--- src/rtl/instr_seq.sv ---
// rtl/instr_seq.sv - fetch/decode sequencer feeding the microcode ROM stage
// Optional single-step mode: define SEQ_SINGLE_STEP_EN to add the step input.
module instr_seq #(
    parameter int              PC_W        = 8,
    parameter logic [PC_W-1:0] RESET_PC    = '0,
    parameter int              EXEC_CYCLES = 1
) (
    input  logic            clk,
    input  logic            rst_n,
    input  logic            run,
`ifdef SEQ_SINGLE_STEP_EN
    input  logic            step,
`endif
    output logic            pmem_req,
    output logic [PC_W-1:0] pmem_addr,
    input  logic            pmem_ack,
    input  logic [7:0]      pmem_data,
    output logic [7:0]      instr,
    output logic [1:0]      en,
    output logic            busy,
    output logic            halted
);

    typedef enum logic [2:0] {
        S_IDLE, S_FETCH, S_DECODE, S_EXEC, S_OPFETCH, S_HALT
    } state_t;

    localparam logic [3:0] CNT_INIT = 4'(EXEC_CYCLES - 1);

    state_t          state;
    logic [3:0]      cnt;
    logic [PC_W-1:0] jmp_target;
    logic            start;
    logic            cont;
    logic            is_ctrl;
    logic            is_halt;
    logic            is_jmp;
    logic [1:0]      dec_en;

    // pmem_addr doubles as the program counter.
    generate
        if (PC_W > 8) begin : g_wide
            assign jmp_target = {{(PC_W-8){1'b0}}, pmem_data};
        end else begin : g_narrow
            assign jmp_target = pmem_data[PC_W-1:0];
        end
    endgenerate

`ifdef SEQ_SINGLE_STEP_EN
    assign start = run & step;
    assign cont  = 1'b0;
`else
    assign start = run;
    assign cont  = run;
`endif

    assign is_ctrl = ~instr[7] & instr[3];
    assign is_halt = is_ctrl & (instr[2:0] == 3'b111);
    assign is_jmp  = is_ctrl & (instr[2:0] == 3'b001);
    assign dec_en  = instr[7] ? 2'b11 : (instr[3] ? 2'b10 : 2'b01);

    always_ff @(posedge clk or negedge rst_n) begin
        if (!rst_n) begin
            state     <= S_IDLE;
            pmem_addr <= RESET_PC;
            pmem_req  <= 1'b0;
            instr     <= 8'h00;
            en        <= 2'b00;
            busy      <= 1'b0;
            halted    <= 1'b0;
            cnt       <= 4'd0;
        end else begin
            case (state)
                S_IDLE: begin
                    if (start) begin
                        state    <= S_FETCH;
                        pmem_req <= 1'b1;
                        busy     <= 1'b1;
                    end
                end
                S_FETCH: begin
                    if (pmem_ack) begin
                        instr     <= pmem_data;
                        pmem_addr <= pmem_addr + 1'b1;
                        pmem_req  <= 1'b0;
                        state     <= S_DECODE;
                    end
                end
                S_DECODE: begin
                    if (is_halt) begin
                        state  <= S_HALT;
                        halted <= 1'b1;
                        busy   <= 1'b0;
                    end else if (is_jmp) begin
                        state    <= S_OPFETCH;
                        pmem_req <= 1'b1;
                    end else begin
                        state <= S_EXEC;
                        en    <= dec_en;
                        cnt   <= CNT_INIT;
                    end
                end
                S_EXEC: begin
                    if (cnt == 4'd0) begin
                        en <= 2'b00;
                        if (cont) begin
                            state    <= S_FETCH;
                            pmem_req <= 1'b1;
                        end else begin
                            state <= S_IDLE;
                            busy  <= 1'b0;
                        end
                    end else begin
                        cnt <= cnt - 4'd1;
                    end
                end
                S_OPFETCH: begin
                    // A continuing JMP keeps req asserted straight into the next fetch.
                    if (pmem_ack) begin
                        pmem_addr <= jmp_target;
                        if (cont) begin
                            state <= S_FETCH;
                        end else begin
                            state    <= S_IDLE;
                            pmem_req <= 1'b0;
                            busy     <= 1'b0;
                        end
                    end
                end
                S_HALT: begin
                    state <= S_HALT;
                end
                default: begin
                    state <= S_IDLE;
                end
            endcase
        end
    end

endmodule
--- config.mk ---
export PLATFORM = sky130hd
export DESIGN_NAME = instr_seq
export DESIGN_NICKNAME = d
export VERILOG_FILES = /design/src/rtl/instr_seq.sv
export SDC_FILE = /design/constraint.sdc
export NUM_CORES = 1
export LEC_CHECK = 0
export ABC_AREA = 1
export CORE_AREA = 8 8 79 81
export CTS_CLUSTER_DIAMETER = 30
export CTS_CLUSTER_SIZE = 16
export DETAILED_ROUTE_END_ITERATION = 6
export DIE_AREA = 0 0 87 89
export SLEW_MARGIN = 20
export SYNTH_ARGS = -nofsm -noshare
export SYNTH_HDL_FRONTEND = slang
export SYNTH_SLANG_ARGS = --single-unit
--- constraint.sdc ---
create_clock -name clk -period 1.4 [get_ports clk]
set_input_delay 0.28 -clock clk [delete_from_list [all_inputs] [get_ports clk]]
set_output_delay 0.28 -clock clk [all_outputs]
set_load 0.02 [all_outputs]
==> results.toml, run 1 <==
[run_status]
status = "completed"

[clocking]
h-tree-depth = 1
cts_root_buf = "clkbuf_8"
clock_latency_ps = 280
cts_num_sinks = 28
cts_buffers = 3
clock_path_buffers = 2
clkSlewWorstSetupHoldPaths_ps = 100
holdBufCountCts = 0
cts_tree = "yes"

[yosys]
synth_cells = 237
synth_area_leaders = "dfrtp_1 43%, nand2_1 20%, nand3_1 9.6%, inv_1 6.5%, nor2_1 4.4%"
synth.distinct_cells = 20
netlist.area_leader.share_pct = 43.2
ys_seq_area_share_pct = 43.2
yosysTopAreaCell = "dfrtp_1"
avgSynthCellArea_um2 = 6.85
synth.cell_area_mm2 = 0.00162
synth_seq_cells = 28
yosysWarnings = 0
syn-num-nets = 252

[place]
dpl_cell_area_mm2 = 0.00219
hpwl_um = 3170
io_buffers = 32
gp_congestion = 0.922

[power_and_ir_drop]
power_switching_share_pct = 43.8
p_clk_share_pct = 15.2
p_sw_mw = 1.88
power.internal_mw = 2.41
power_density_mw_per_mm2 = 1830
power_frac_seq_pct = 31.6
power_frac_comb_pct = 53.2
vdd_ir_drop_max_mv = 0.769
leakagePower_nw = 1.29

[floorplan]
fp.dieArea_mm2 = 0.00774
die_y_um = 89
core_mm2 = 0.00498
start_util_pct = 32.6
die_w_um = 87
row_count = 26
io_pins = 33

[setup_path]
path_max_fanout = 5
r2r_slack_ps = 90
crit_path_cell_trace = "dlygate4sd2_1"
max_stage_delay_ps = 430
worstReg2RegEnd = "busy"
critPathTopFamily = "flip-flops"
r2r_cells = 7
path_buf_inv = 1
crit_required_ps = 1120
crit_type = "reg -> out"
crit_path_start_kind = "register"
crit_end = "pmem_addr[0]"
path_depth = 1
crit_slowest_cell = "dfrtp_1"
crit_path_end_kind = "primary output"
critPathLaunch = "pmem_addr[0]"
worstPathArrival_ps = 1060
r2r_start = "state[1]"

[final_layout]
nets = 314
post-route-util_pct = 47.3
final_common_cell = "nand2_1"
synthToLayoutAreaGrowth_pct = 45.0
drive_gt1_share_pct = 21.1
n_antenna_cell = 0
final_cell_mix = "83 x nand2_1, 28 x nand3_1, 27 x buf_4"
fillers = 512
stdcell_area_mm2 = 0.00235

[grt]
grt_pass1_vias = 1679
grt_usage_pct = 11.9
grt_max_degree = 29
antenna_found_initial = 0
overflow = 0
grt_pass1_wl_um = 7480

[sta]
maxSlewViolCount = 0
report.final.setup_viol = 0
fin_crit_sh_pct = 96.0
hold_viol = 0
clock_skew_ps = 4.66
slew-limit-headroom_pct = 82.4
period_needed_ps = 1340
grt_setup_unrepaired = "yes"
worst_hold_slack_ps = 352
tightest_slew_ps = 263
timing.fmax_mhz = 744

[detailed_routing]
drc = 0
first_pass_iters = 4
wl_per_cell_um = 11.9
vias_per_cell = 4.54
ant_nets = 0
vias = 1670
drt_wl_total_um = 4390
drt_iter0_drc = 69

[hold_path]
hold_class = "in -> async"

[flow_run]
drv_cap = 0
-- worst min path at each step --
stage                     startpoint  slack, ps        to  cells past startpoint
final                          rst_n        350  instr[0]                      2
after global routing           rst_n        370  instr[0]                      2
after CTS                      rst_n        360  instr[4]                      2
after detailed placement      halted        450    halted                      2
after global placement        halted        450    halted                      2
after floorplan                rst_n        -20      busy                      0
-- synthesized netlist by cell type (all sizes together) --
master / count
o21ai: 17
or2: 1
nor2: 23
nor3: 1
a21oi: 5
dfrtp: 28
nand3b: 1
nand2: 90
inv: 31
buf: 3
nand3: 31
xor2: 1
xnor2: 1
nand4: 1
ha: 3
-- repair_timing --
item / in CTS / in global routing
setup buffers: 0 / 6
pin swaps: 0 / 3
resized for setup: 26 / 26
endpoints found under the setup margin: 30 / 26
-- layer usage --
metal  track usage, %  part of all wire [%]  vias to the layer above
met3             2.48                   5.2                        8
met1             13.6                    45                      760
met4             4.07                   1.3                        0
met5                0                     0                        -
met2             21.4                    49                       35
li1                 -                     -                      867
-- per-stage QoR --
step / instances / TNS [ps] / power [mW] / setup WS (ps)
final: 368 / 0 / 4.30 / 56.4
after global routing: 368 / 0 / 4.65 / 0.642
after CTS: 362 / 0 / 4.15 / 17.2
after detailed placement: 358 / -403 / 3.65 / -77.6
after global placement: 358 / -184 / 3.63 / -62.3
after floorplan: 237 / 0 / 2.65 / 70.5
-- state kept, by name, summed over array words and instances (netlist names) --
name and count:
busy 1, instr 8, en 2, pmem_addr 8, halted 1, cnt 4, pmem_req 1, state 3
-- layout make-up --
| cell class | instances | area, um^2 | area share [%] |
|---|---|---|---|
| multi-input cells | 175 | 853 | 36.3 |
| inverters | 31 | 119 | 5.05 |
| clock buffers | 3 | 41.3 | 1.76 |
| clock inverters | 1 | 30.0 | 1.28 |
| repair buffers | 60 | 518 | 22.0 |
| flip-flops and latches | 28 | 703 | 29.9 |
| well taps | 70 | 87.6 | 3.72 |
-- cells by family (layout without fill, tap and decap cells) --
group | after synthesis | count (layout) | share of synthesized area, %
compound gates | 22 | 22 | 6.78
xor+xnor | 2 | 2 | 1.08
fa+ha+maj | 3 | 3 | 2.31
buf+inv | 34 | 95 | 8.48
flops | 28 | 28 | 43.2
simple gates | 148 | 148 | 38.2
-- power groups by stage --
stage	registers, mW	clock network, mW	logic [mW]
finish	1.36	0.654	2.28
CTS	1.35	0.667	2.13
floorplan	1.66	0	0.992
detailed placement	1.36	0	2.29
global placement	1.36	0	2.27
global route	1.40	0.693	2.56
Note: power is estimated with default switching activity, not from simulation.
==> inputs of run 2 (changes only) <==
--- a/config.mk
+++ b/config.mk
@@ -11,6 +11,7 @@
 export CTS_CLUSTER_SIZE = 16
 export DETAILED_ROUTE_END_ITERATION = 6
 export DIE_AREA = 0 0 87 89
+export PLACE_DENSITY = 0.66
 export SLEW_MARGIN = 20
 export SYNTH_ARGS = -nofsm -noshare
 export SYNTH_HDL_FRONTEND = slang
==> run 2 against run 1 <==
Final cell count down 0.27%. Worst setup slack worse by 1.4 ps. Sequential cell count did not move. Critical endpoint is now pmem_addr[1].
==> results.toml, run 2 (synthesized netlist as in run 1, its figures left out) <==
[final_layout]
n_antenna_cell = 0
final_cell_mix = "82 x nand2_1, 27 x nand3_1, 26 x inv_1"
reg_top3 = "instr: 8 flops, pmem_addr: 8 flops, cnt: 4 flops"
nets = 313
synthToLayoutAreaGrowth_pct = 46.0
final_common_cell = "nand2_1"
drive_gt1_share_pct = 21.9

[power_and_ir_drop]
leakagePower_nw = 1.27
p_total_mw = 4.25
power_density_mw_per_mm2 = 1790
vdd_ir_drop_max_mv = 0.835

[sta]
report.final.setup_viol = 0
fin_crit_sh_pct = 96.1
slew-limit-headroom_pct = 81.7
tightest_slew_ps = 274
maxSlewViolCount = 0
timing.fmax_mhz = 744
period_needed_ps = 1340
fin_ws_ps = 55.0
hold_viol = 0
clock_skew_ps = 2.40
setup-tns-final_ps = 0
worst_hold_slack_ps = 359

[clocking]
cts_root_buf = "clkbuf_8"
clock_latency_ps = 270
cts_buffers = 3
holdBufCountCts = 0
cts_num_sinks = 28
h-tree-depth = 1
cts_tree = "yes"
clock_path_buffers = 2
clkSlewWorstSetupHoldPaths_ps = 100

[detailed_routing]
vias_per_cell = 4.61
drc = 0
drt_iter0_drc = 75
ant_nets = 0
drt_wl_total_um = 4450
vias = 1691
wl_per_cell_um = 12.1
first_pass_iters = 4

[setup_path]
r2r_slack_ps = 80
crit_path_cell_trace = "dlygate4sd2_1"
crit_slowest_cell = "dfrtp_2"
crit_path_start_kind = "register"
path_max_fanout = 4
critPathTopFamily = "flip-flops"
r2r_start = "state[0]"
worstReg2RegEnd = "pmem_addr[1]"
max_stage_delay_ps = 460
r2r_cells = 8
crit_type = "reg -> out"
crit_path_end_kind = "primary output"
crit_required_ps = 1120
path_buf_inv = 1
worstPathArrival_ps = 1060

[floorplan]
die_y_um = 89
die_w_um = 87
row_count = 26
io_pins = 33
start_util_pct = 32.6
core_mm2 = 0.00498
fp.dieArea_mm2 = 0.00774

[grt]
antenna_found_initial = 0
grt_pass1_wl_um = 7310
grt_usage_pct = 11.9
grt_max_degree = 29
overflow = 0
grt_pass1_vias = 1647

[place]
dp_slack_ps = -76.8
gp_congestion = 0.906
hpwl_um = 3300
io_buffers = 32

[run_status]
status = "completed"

[hold_path]
hold_class = "in -> async"

[flow_run]
drv_cap = 0
[run 2: cell count changes in the layout (fill, tap and decap cells not counted), moves of 2 or more]
cell and delta:
inv_2 -4, inv_1 +3, nor2_2 +4, nor2_1 -3
buf_4 -5, buf_6 +4, dfrtp_1 -2, ha_2 -2
dfrtp_2 +2
[run 2: worst max path at each step]
stage / endpoint / depth (start not counted) / startpoint / slack (ps)
2_1_floorplan: busy / 8 / cnt[0] / 70
3_3_place_gp: state[0] / 6 / pmem_ack / -60
3_5_place_dp: state[0] / 6 / pmem_ack / -80
4_1_cts: en[1] / 8 / state[1] / 7
5_1_grt: pmem_addr[6] / 8 / pmem_addr[0] / -2
6_report: pmem_addr[1] / 1 / pmem_addr[1] / 60
[run 2: metal layers]
| layer | share of wire (%) | global-route usage, % |
|---|---|---|
| met4 | 1.1 | 4.69 |
| met3 | 5.5 | 2.76 |
| met1 | 45 | 14.0 |
| met2 | 49 | 20.4 |
| met5 | 0 | 0 |
[run 2: power breakdown]
part	total [mW]	switching (mW)	leakage (nW)	internal (mW)
Sequential	1.35	0.246	0.350	1.10
Clock	0.519	0.267	0.0288	0.252
Combinational	2.38	1.38	0.895	0.997
[run 2: timing repair]
| item | CTS | global route |
|---|---|---|
| endpoints found under the hold margin | 0 | 0 |
| pin swaps | 0 | 5 |
| gates resized for setup | 23 | 36 |
| buffers inserted | 0 | 2 |
| endpoints found under the setup margin | 25 | 19 |
[run 2: cell type report]
type	instances	area (um^2)
sequential	28	706
inverter	31	123
clock buffer	4	55.1
multi-input combinational	175	871
tap	70	87.6
timing repair buffer	59	527
fill	491	2610
[run 2: through the flow]
| step | std cells | util [%] | area (um^2) |
|---|---|---|---|
| detailed placement | 361 | 44.4 | 2210 |
| global placement | 361 | 44.4 | 2210 |
| finish | 367 | 47.6 | 2370 |
| CTS | 365 | 45.1 | 2250 |
| floorplan | 237 | - | 1620 |
| global route | 367 | 47.6 | 2370 |
